==> src/rtl/sap_pkg.sv <==
// rtl/sap_pkg.sv - SAP-1 controller opcodes, phase states and control-word type
package sap_pkg;

  localparam logic [3:0] OP_LDA = 4'b0000;
  localparam logic [3:0] OP_ADD = 4'b0001;
  localparam logic [3:0] OP_SUB = 4'b0010;
  localparam logic [3:0] OP_OUT = 4'b1110;
  localparam logic [3:0] OP_HLT = 4'b1111;

  typedef enum logic [2:0] {
    ST_T1   = 3'd0,
    ST_T2   = 3'd1,
    ST_T3   = 3'd2,
    ST_T4   = 3'd3,
    ST_T5   = 3'd4,
    ST_T6   = 3'd5,
    ST_HALT = 3'd6
  } sap_state_t;

  typedef struct packed {
    logic pc_inc;
    logic pc_to_bus;
    logic mar_load_n;
    logic ram_to_bus;
    logic ir_load_n;
    logic ir_to_bus;
    logic acc_load_n;
    logic a_to_bus;
    logic ula_sub;
    logic ula_to_bus;
    logic b_load_n;
    logic out_load_n;
    logic halt;
  } sap_ctrl_t;

  // Every line at its inactive level: active-high 0, active-low 1.
  localparam sap_ctrl_t CTRL_IDLE = '{
    pc_inc:     1'b0,
    pc_to_bus:  1'b0,
    mar_load_n: 1'b1,
    ram_to_bus: 1'b1,
    ir_load_n:  1'b1,
    ir_to_bus:  1'b1,
    acc_load_n: 1'b1,
    a_to_bus:   1'b0,
    ula_sub:    1'b0,
    ula_to_bus: 1'b0,
    b_load_n:   1'b1,
    out_load_n: 1'b1,
    halt:       1'b0
  };

  function automatic logic [5:0] state_onehot(input sap_state_t s);
    logic [5:0] v;
    v = 6'b000000;
    case (s)
      ST_T1:   v = 6'b000001;
      ST_T2:   v = 6'b000010;
      ST_T3:   v = 6'b000100;
      ST_T4:   v = 6'b001000;
      ST_T5:   v = 6'b010000;
      ST_T6:   v = 6'b100000;
      default: v = 6'b000000;
    endcase
    return v;
  endfunction

endpackage

==> src/rtl/sap_ring_counter.sv <==
// rtl/sap_ring_counter.sv - six-phase T-state ring counter with HALT state
module sap_ring_counter
  import sap_pkg::*;
(
  input  logic       clock,
  input  logic       reset,
  input  logic       restart,
  input  logic       stop,
  output sap_state_t state,
  output logic [5:0] t_state
);

  sap_state_t next_state;

  always_comb begin
    next_state = state;
    case (state)
      ST_T1:   next_state = ST_T2;
      ST_T2:   next_state = ST_T3;
      ST_T3:   next_state = ST_T4;
      ST_T4:   next_state = ST_T5;
      ST_T5:   next_state = ST_T6;
      ST_T6:   next_state = ST_T1;
      ST_HALT: next_state = ST_HALT;
      default: next_state = ST_T1;
    endcase
    // HALT is sticky; only reset leaves it.
    if (state != ST_HALT) begin
      if (stop) begin
        next_state = ST_HALT;
      end else if (restart) begin
        next_state = ST_T1;
      end
    end
  end

  always_ff @(posedge clock) begin
    if (reset) begin
      state <= ST_T1;
    end else begin
      state <= next_state;
    end
  end

  always_comb begin
    t_state = reset ? 6'b000000 : state_onehot(state);
  end

endmodule

==> src/rtl/sap_controller.sv <==
// rtl/sap_controller.sv - SAP-1 control sequencer; SAP_VARIABLE_CYCLE_EN enables early return to T1
module sap_controller
  import sap_pkg::*;
(
  input  logic       clock,
  input  logic       reset,
  input  logic [3:0] opcode,
  output logic       pc_inc,
  output logic       pc_to_bus,
  output logic       mar_load_n,
  output logic       ram_to_bus,
  output logic       ir_load_n,
  output logic       ir_to_bus,
  output logic       acc_load_n,
  output logic       a_to_bus,
  output logic       ula_sub,
  output logic       ula_to_bus,
  output logic       b_load_n,
  output logic       out_load_n,
  output logic       halt,
  output logic [5:0] t_state
);

`ifdef SAP_VARIABLE_CYCLE_EN
  localparam logic VAR_CYCLE = 1'b1;
`else
  localparam logic VAR_CYCLE = 1'b0;
`endif

  sap_state_t state;
  sap_ctrl_t  ctrl;
  logic       restart;
  logic       stop;

  sap_ring_counter u_ring (
    .clock   (clock),
    .reset   (reset),
    .restart (restart),
    .stop    (stop),
    .state   (state),
    .t_state (t_state)
  );

  always_comb begin
    ctrl    = CTRL_IDLE;
    restart = 1'b0;
    stop    = 1'b0;
    case (state)
      ST_T1: begin
        ctrl.pc_to_bus  = 1'b1;
        ctrl.mar_load_n = 1'b0;
      end
      ST_T2: ctrl.pc_inc = 1'b1;
      ST_T3: begin
        ctrl.ram_to_bus = 1'b0;
        ctrl.ir_load_n  = 1'b0;
      end
      ST_T4: begin
        case (opcode)
          OP_LDA, OP_ADD, OP_SUB: begin
            ctrl.ir_to_bus  = 1'b0;
            ctrl.mar_load_n = 1'b0;
          end
          OP_OUT: begin
            ctrl.a_to_bus   = 1'b1;
            ctrl.out_load_n = 1'b0;
            restart         = VAR_CYCLE;
          end
          OP_HLT:  stop    = 1'b1;
          default: restart = VAR_CYCLE;
        endcase
      end
      ST_T5: begin
        case (opcode)
          OP_LDA: begin
            ctrl.ram_to_bus = 1'b0;
            ctrl.acc_load_n = 1'b0;
            restart         = VAR_CYCLE;
          end
          OP_ADD, OP_SUB: begin
            ctrl.ram_to_bus = 1'b0;
            ctrl.b_load_n   = 1'b0;
            ctrl.ula_sub    = (opcode == OP_SUB);
          end
          default: ;
        endcase
      end
      ST_T6: begin
        if (opcode == OP_ADD || opcode == OP_SUB) begin
          ctrl.ula_to_bus = 1'b1;
          ctrl.acc_load_n = 1'b0;
          ctrl.ula_sub    = (opcode == OP_SUB);
        end
      end
      ST_HALT: ctrl.halt = 1'b1;
      default: ;
    endcase
    // Reset masks the decode in the same cycle so no partial instruction leaks out.
    if (reset) begin
      ctrl = CTRL_IDLE;
    end
  end

  assign pc_inc     = ctrl.pc_inc;
  assign pc_to_bus  = ctrl.pc_to_bus;
  assign mar_load_n = ctrl.mar_load_n;
  assign ram_to_bus = ctrl.ram_to_bus;
  assign ir_load_n  = ctrl.ir_load_n;
  assign ir_to_bus  = ctrl.ir_to_bus;
  assign acc_load_n = ctrl.acc_load_n;
  assign a_to_bus   = ctrl.a_to_bus;
  assign ula_sub    = ctrl.ula_sub;
  assign ula_to_bus = ctrl.ula_to_bus;
  assign b_load_n   = ctrl.b_load_n;
  assign out_load_n = ctrl.out_load_n;
  assign halt       = ctrl.halt;

endmodule

==> config.mk <==
export PLATFORM = sky130hd
export DESIGN_NAME = sap_controller
export DESIGN_NICKNAME = d
export VERILOG_FILES = /design/src/rtl/sap_pkg.sv /design/src/rtl/sap_ring_counter.sv /design/src/rtl/sap_controller.sv
export SDC_FILE = /design/constraint.sdc
export NUM_CORES = 1
export LEC_CHECK = 0
export ABC_AREA = 1
export CELL_PAD_IN_SITES_DETAIL_PLACEMENT = 1
export CELL_PAD_IN_SITES_GLOBAL_PLACEMENT = 2
export CORE_MARGIN = 2
export CORE_UTILIZATION = 16
export CTS_BUF_LIST = sky130_fd_sc_hd__clkbuf_8
export CTS_CLUSTER_DIAMETER = 150
export DETAILED_ROUTE_END_ITERATION = 6
export PLACE_DENSITY = 0.82
export SKIP_LAST_GASP = 1
export SYNTH_ARGS = -nofsm -noshare
export SYNTH_HDL_FRONTEND = slang
export SYNTH_SLANG_ARGS = --single-unit
==> constraint.sdc <==
create_clock -name clock -period 1.2 [get_ports clock]
set_clock_uncertainty 0.15 [all_clocks]
set_input_delay 0.18 -clock clock [delete_from_list [all_inputs] [get_ports clock]]
set_output_delay 0.18 -clock clock [all_outputs]
set_load 0.1 [all_outputs]
==> results.sh, run 1 <==
export IMPL_whs_path_depth=2
export IMPL_crit_buf_inv=2
export IMPL_fillCellCount=252
export IMPL_cp_depth=5
export IMPL_path_max_fanout=8
export IMPL_cap_violations=0
export IMPL_fp_dieH_um=52.4
export IMPL_synth_enable_flop_cells=0
export IMPL_grt_max_degree=9
export IMPL_cp_arrival_ps=1280
export IMPL_grt_first_pass_wirelength_um=3260
export IMPL_syn_avg_cell_area_um2=5.77
export IMPL_stdcell_area_um2=1250
export IMPL_synth_commonest_cells="nand2_1, nor2_1, inv_1"
export IMPL_rows=17
export IMPL_cts_tree="built"
export IMPL_vias_per_cell=4.30
export IMPL_status="complete, but fails checks"
export IMPL_postPlaceCellArea_um2=1030
export IMPL_synth_most_common_cell="nand2_1"
export IMPL_track_usage_pct=15.8
export IMPL_dp_hpwl_um=1340
export IMPL_crit_type="reg2out"
export IMPL_hold_buffers=0
export IMPL_grt_pass1_vias=690
export IMPL_ctsRootBufferMaster="clkbuf_8"
export IMPL_routabilityCongestion=0.765
export IMPL_worst_pin_slew_ps=280
export IMPL_finalPower_mw=0.901
export IMPL_drive_above_1_share_pct=82.0
export IMPL_syn_inst=65
export IMPL_wl_per_cell_um=13.7
export IMPL_routed_wl_um=1910
export IMPL_slew_headroom_pct=81.3
export IMPL_clkLatencyLatePin_ps=210
export IMPL_critPathTopFamily="simple AND/OR/NAND/NOR gates"
export IMPL_ant_nets=0
export IMPL_synth_top_area_share_pct=16.0
export IMPL_cts_buffers=3
export IMPL_final_hold_violation_count=0
export IMPL_reg_largest_list="u_ring.state (3)"
export IMPL_fmax_ghz=0.620
export IMPL_dieArea_um2=2750
export IMPL_async_flop_share_pct=0
export IMPL_violations="negative setup slack"
export IMPL_io_buffers=24
export IMPL_finalWorstSetupSlack_ps=-413
export IMPL_yosys_most_used_dff="dfxtp_1"
export IMPL_yosysWarnings=0
export IMPL_placed_cells=130
export IMPL_fin_crit_sh_pct=134
export IMPL_path_common_cell="nor2_4"
export IMPL_largest_reg_flops=3
export IMPL_area_delta_synth_final_pct=234
export IMPL_ys_types=18
export IMPL_clk_pin_slew_worst_paths_ps=30
export IMPL_clockBufferDepth=2
export IMPL_final_util_pct=56.7
export IMPL_cpMaxStageDelayCell="dfxtp_4"
export IMPL_largest_register="u_ring.state"
export IMPL_path_cells="nor2_4 -> nand2_4 -> nor2_4 -> buf_6 -> buf_12"
export IMPL_fin_crit_ps=1610
export IMPL_nets=118
export IMPL_vias=598
export IMPL_drcViolationCount=0
export IMPL_overflow=0
export IMPL_clock_sinks=3
export IMPL_endpoint_kind="output port"
export IMPL_p_per_area_nw_per_um2=718
export IMPL_hold_class="in2reg"
export IMPL_finalNonFillerCells=139
export IMPL_die_width_um=52.4
export IMPL_start_kind="register"
export IMPL_ff2ff_path_depth=4
export IMPL_critPathMaxStageDelay_ps=380
export IMPL_synth_seq_cells=3
export IMPL_first_iter_violations=0
export IMPL_antenna_found_initial=0
export IMPL_diodes=0
export IMPL_cp_required_ps=870
export IMPL_synth_nets=71
export IMPL_htree_levels=1
export IMPL_fin_hold_ws_ps=265
export IMPL_synthTopCellsByArea="dfxtp_1, nand2_1, nor2_1, nor2_2, inv_1"
export IMPL_ir_drop_mv=0.873
export IMPL_setup_violations=19
export IMPL_yosysSeqAreaShare_pct=16.0
export IMPL_slew_viol_final=0
export IMPL_p_leak_nw=0.531
export IMPL_yosysTopAreaCell="dfxtp_1"
export IMPL_core_area_um2=2210
export IMPL_start_util_pct=17.0
export IMPL_syn_cell_area_um2=375
export IMPL_tns_ps=-6690
export IMPL_io_pins=25
export IMPL_rrSetupSlack_ps=90
export IMPL_rsz0062_at_grt="true"
export IMPL_place_ws_ps=-671
export IMPL_drt_pass1_iter_count=1
==> cell usage in the layout, fill, tap and decap left out <==
| master | n |
|---|---|
| nand4_1 | 1 |
| clkbuf_8 | 3 |
| o21ai_2 | 1 |
| o21ai_0 | 1 |
| nand2_4 | 4 |
| a21oi_2 | 2 |
| clkbuf_2 | 3 |
| inv_2 | 3 |
| dfxtp_4 | 3 |
| nand3_1 | 1 |
| nand2_8 | 1 |
| nand2_1 | 7 |
| nand2_2 | 4 |
| buf_4 | 16 |
| nand3_2 | 3 |
| inv_6 | 1 |
| nand3_4 | 3 |
| inv_1 | 5 |
| dlygate4sd2_1 | 2 |
| a21oi_4 | 2 |
| nor3_4 | 2 |
| clkinvlp_4 | 1 |
| nor2_1 | 3 |
| buf_6 | 5 |
| nor2_4 | 11 |
| buf_12 | 19 |
| nor2_2 | 3 |
| inv_8 | 1 |
==> report_power, final <==
group	leakage (nW)	switching [mW]	internal, mW	total (mW)
combinational	0.477	0.311	0.185	0.495
clock	0.0269	0.0600	0.217	0.277
sequential	0.0267	0.0216	0.107	0.128
==> final timing paths <==
path / end / from
min reg2reg: u_ring.state[1] / u_ring.state[1]
max: pc_to_bus / u_ring.state[0]
min: u_ring.state[1] / reset
max reg2reg: u_ring.state[1] / u_ring.state[0]
==> per-layer routing <==
metal	part of all wire [%]	up-vias	global-route usage, %	routed length (um)
met1	34	286	17.5	655
li1	-	294	-	-
met2	60	14	30.4	1140
met3	4.2	4	2.86	80
met4	1.8	0	3.85	34
met5	0	-	0	0
==> timing repair <==
| item | 4_1_cts | 5_1_grt |
|---|---|---|
| setup buffers | 3 | 2 |
| setup endpoints to repair | 20 | 20 |
| gates resized for setup | 38 | 13 |
| hold endpoints to repair | 0 | 0 |
| pin swaps | 15 | 7 |
| cloned | 0 | 0 |
==> cell families after synthesis <==
family,count (synthesis),share of synthesized area [%]
and+or+nand+nor,43,56.0
AOI/OAI and AO/OA,6,10.0
DFF,3,16.0
buffers and inverters,13,18.0
==> final cells by class <==
class	count	area [um2]	share of cell area, %
Multi-Input combinational cell	49	460	36.7
Sequential cell	3	71.3	5.68
Tap cell	28	35.0	2.79
Clock buffer	3	41.3	3.29
Inverter	10	53.8	4.29
Clock inverter	1	3.75	0.299
Timing Repair Buffer	45	589	47.0
Power figures use the tool's default switching activity.
==> run 2, diff against run 1 <==
--- a/config.mk
+++ b/config.mk
@@ -14,7 +14,6 @@
 export CTS_CLUSTER_DIAMETER = 150
 export DETAILED_ROUTE_END_ITERATION = 6
 export PLACE_DENSITY = 0.82
-export SKIP_LAST_GASP = 1
 export SYNTH_ARGS = -nofsm -noshare
 export SYNTH_HDL_FRONTEND = slang
 export SYNTH_SLANG_ARGS = --single-unit
==> results.sh, run 2 (synthesized netlist as in run 1, its figures left out) <==
export IMPL_status="complete, but fails checks"
export IMPL_violations="negative setup slack"
export IMPL_fin_crit_sh_pct=134
export IMPL_setup_violations=19
export IMPL_cpMaxStageDelayCell="dfxtp_4"
export IMPL_clkLatencyLatePin_ps=210
export IMPL_dieArea_um2=2750
export IMPL_nets=118
export IMPL_start_util_pct=17.0
export IMPL_fmax_ghz=0.620
export IMPL_largest_reg_flops=3
export IMPL_grt_max_degree=9
export IMPL_clk_pin_slew_worst_paths_ps=30
export IMPL_diodes=0
export IMPL_drcViolationCount=0
export IMPL_dr_wl_met2_um=1150
export IMPL_die_width_um=52.4
export IMPL_endpoint_kind="output port"
export IMPL_clockBufferDepth=2
export IMPL_postPlaceCellArea_um2=1030
export IMPL_slew_headroom_pct=81.3
export IMPL_cap_violations=0
export IMPL_htree_levels=1
export IMPL_cp_required_ps=870
export IMPL_highest_layer="met4"
export IMPL_final_util_pct=56.9
export IMPL_reg_largest_list="u_ring.state (3)"
export IMPL_rsz0062_at_grt="true"
export IMPL_ctsRootBufferMaster="clkbuf_8"
export IMPL_clock_sinks=3
export IMPL_area_delta_synth_final_pct=235
export IMPL_vias=599
export IMPL_drive_above_1_share_pct=82.0
export IMPL_rows=17
export IMPL_antenna_found_initial=0
export IMPL_wl_met1_um=669
export IMPL_crit_type="reg2out"
export IMPL_final_common_cell="buf_12"
export IMPL_critPathMaxStageDelay_ps=380
export IMPL_io_buffers=24
export IMPL_wl_met3_um=80
export IMPL_track_usage_pct=15.8
export IMPL_fp_dieH_um=52.4
export IMPL_finalPower_mw=0.901
export IMPL_ant_nets=0
export IMPL_stdcell_area_um2=1260
export IMPL_slew_viol_final=0
export IMPL_vias_per_cell=4.31
export IMPL_finalWorstSetupSlack_ps=-413
export IMPL_largest_register="u_ring.state"
export IMPL_cts_buffers=3
export IMPL_p_per_area_nw_per_um2=716
export IMPL_path_cells="nor2_4 -> nand2_4 -> nor2_4 -> buf_6 -> buf_12"
export IMPL_start_kind="register"
export IMPL_ir_drop_mv=0.842
export IMPL_core_area_um2=2210
export IMPL_dp_hpwl_um=1340
export IMPL_wl_per_cell_um=13.9
export IMPL_path_max_fanout=8
export IMPL_fin_crit_ps=1610
export IMPL_p_leak_nw=0.531
export IMPL_grt_pass1_vias=690
export IMPL_routed_wl_um=1930
export IMPL_drt_pass1_iter_count=1
export IMPL_fin_hold_ws_ps=265
export IMPL_routabilityCongestion=0.765
export IMPL_first_iter_violations=0
export IMPL_overflow=0
export IMPL_grt_first_pass_wirelength_um=3260
export IMPL_hold_class="in2reg"
export IMPL_path_common_cell="nor2_4"
export IMPL_cp_arrival_ps=1280
export IMPL_io_pins=25
export IMPL_final_hold_violation_count=0
export IMPL_worst_pin_slew_ps=280
export IMPL_cts_tree="built"
export IMPL_final_cell_mix="buf_12, buf_4, nor2_4"
-- run 2: cell types whose count changed in the layout (fill, tap and decap cells not counted) --
cell | before | now
buf_6 | 5 | 6
o21ai_0 | 1 | 0
o21ai_1 | 0 | 1
buf_4 | 16 | 15
-- run 2: area by class of cell --
| type | count | area (um2) |
|---|---|---|
| clock inverters | 1 | 3.75 |
| fillers | 250 | 953 |
| inverters | 10 | 53.8 |
| multi-input cells | 49 | 460 |
| well taps | 28 | 35.0 |
| repair buffers | 45 | 593 |
| clock buffers | 3 | 41.3 |
| flip-flops and latches | 3 | 71.3 |
-- run 2: power breakdown --
part	total, mW	internal [mW]	switching, mW
Combinational	0.496	0.184	0.311
Clock	0.277	0.217	0.0600
Sequential	0.128	0.107	0.0216
Total	0.901	0.508	0.393
-- run 2: path summary, 6_finish.rpt --
kind	start	endpoint	slack, ps	cells past startpoint
setup reg to reg	u_ring.state[0]	u_ring.state[1]	80	4
hold reg to reg	u_ring.state[1]	u_ring.state[0]	560	4
setup / recovery	u_ring.state[0]	pc_to_bus	-410	5
hold / removal	reset	u_ring.state[1]	260	2
-- run 2: critical path, delay by kind of cell (launching register included) --
family / cells / cell delay [ps]
buf+inv: 2 / 290
simple gates: 3 / 390
flops: 1 / 380
-- run 2: routing by layer --
layer / global-route usage [%] / vias to the layer above
met5: 0 / -
met4: 3.85 / 0
met3: 2.86 / 4
met2: 30.4 / 14
met1: 17.5 / 288
li1: - / 293
-- run 2: repair_timing --
action	4_1_cts	5_1_grt
resized for setup	38	15
buffers inserted	3	2
pin swaps	15	8
hold buffers	0	0
setup endpoints to repair	20	20
-- run 2: stage by stage --
step	TNS, ps	setup slack (ps)	instances
final	-6710	-413	139
after global routing	-7650	-458	139
after CTS	-6640	-396	137
after detailed placement	-11110	-671	130
after global placement	-10670	-625	130
after floorplan	-13390	-1260	65
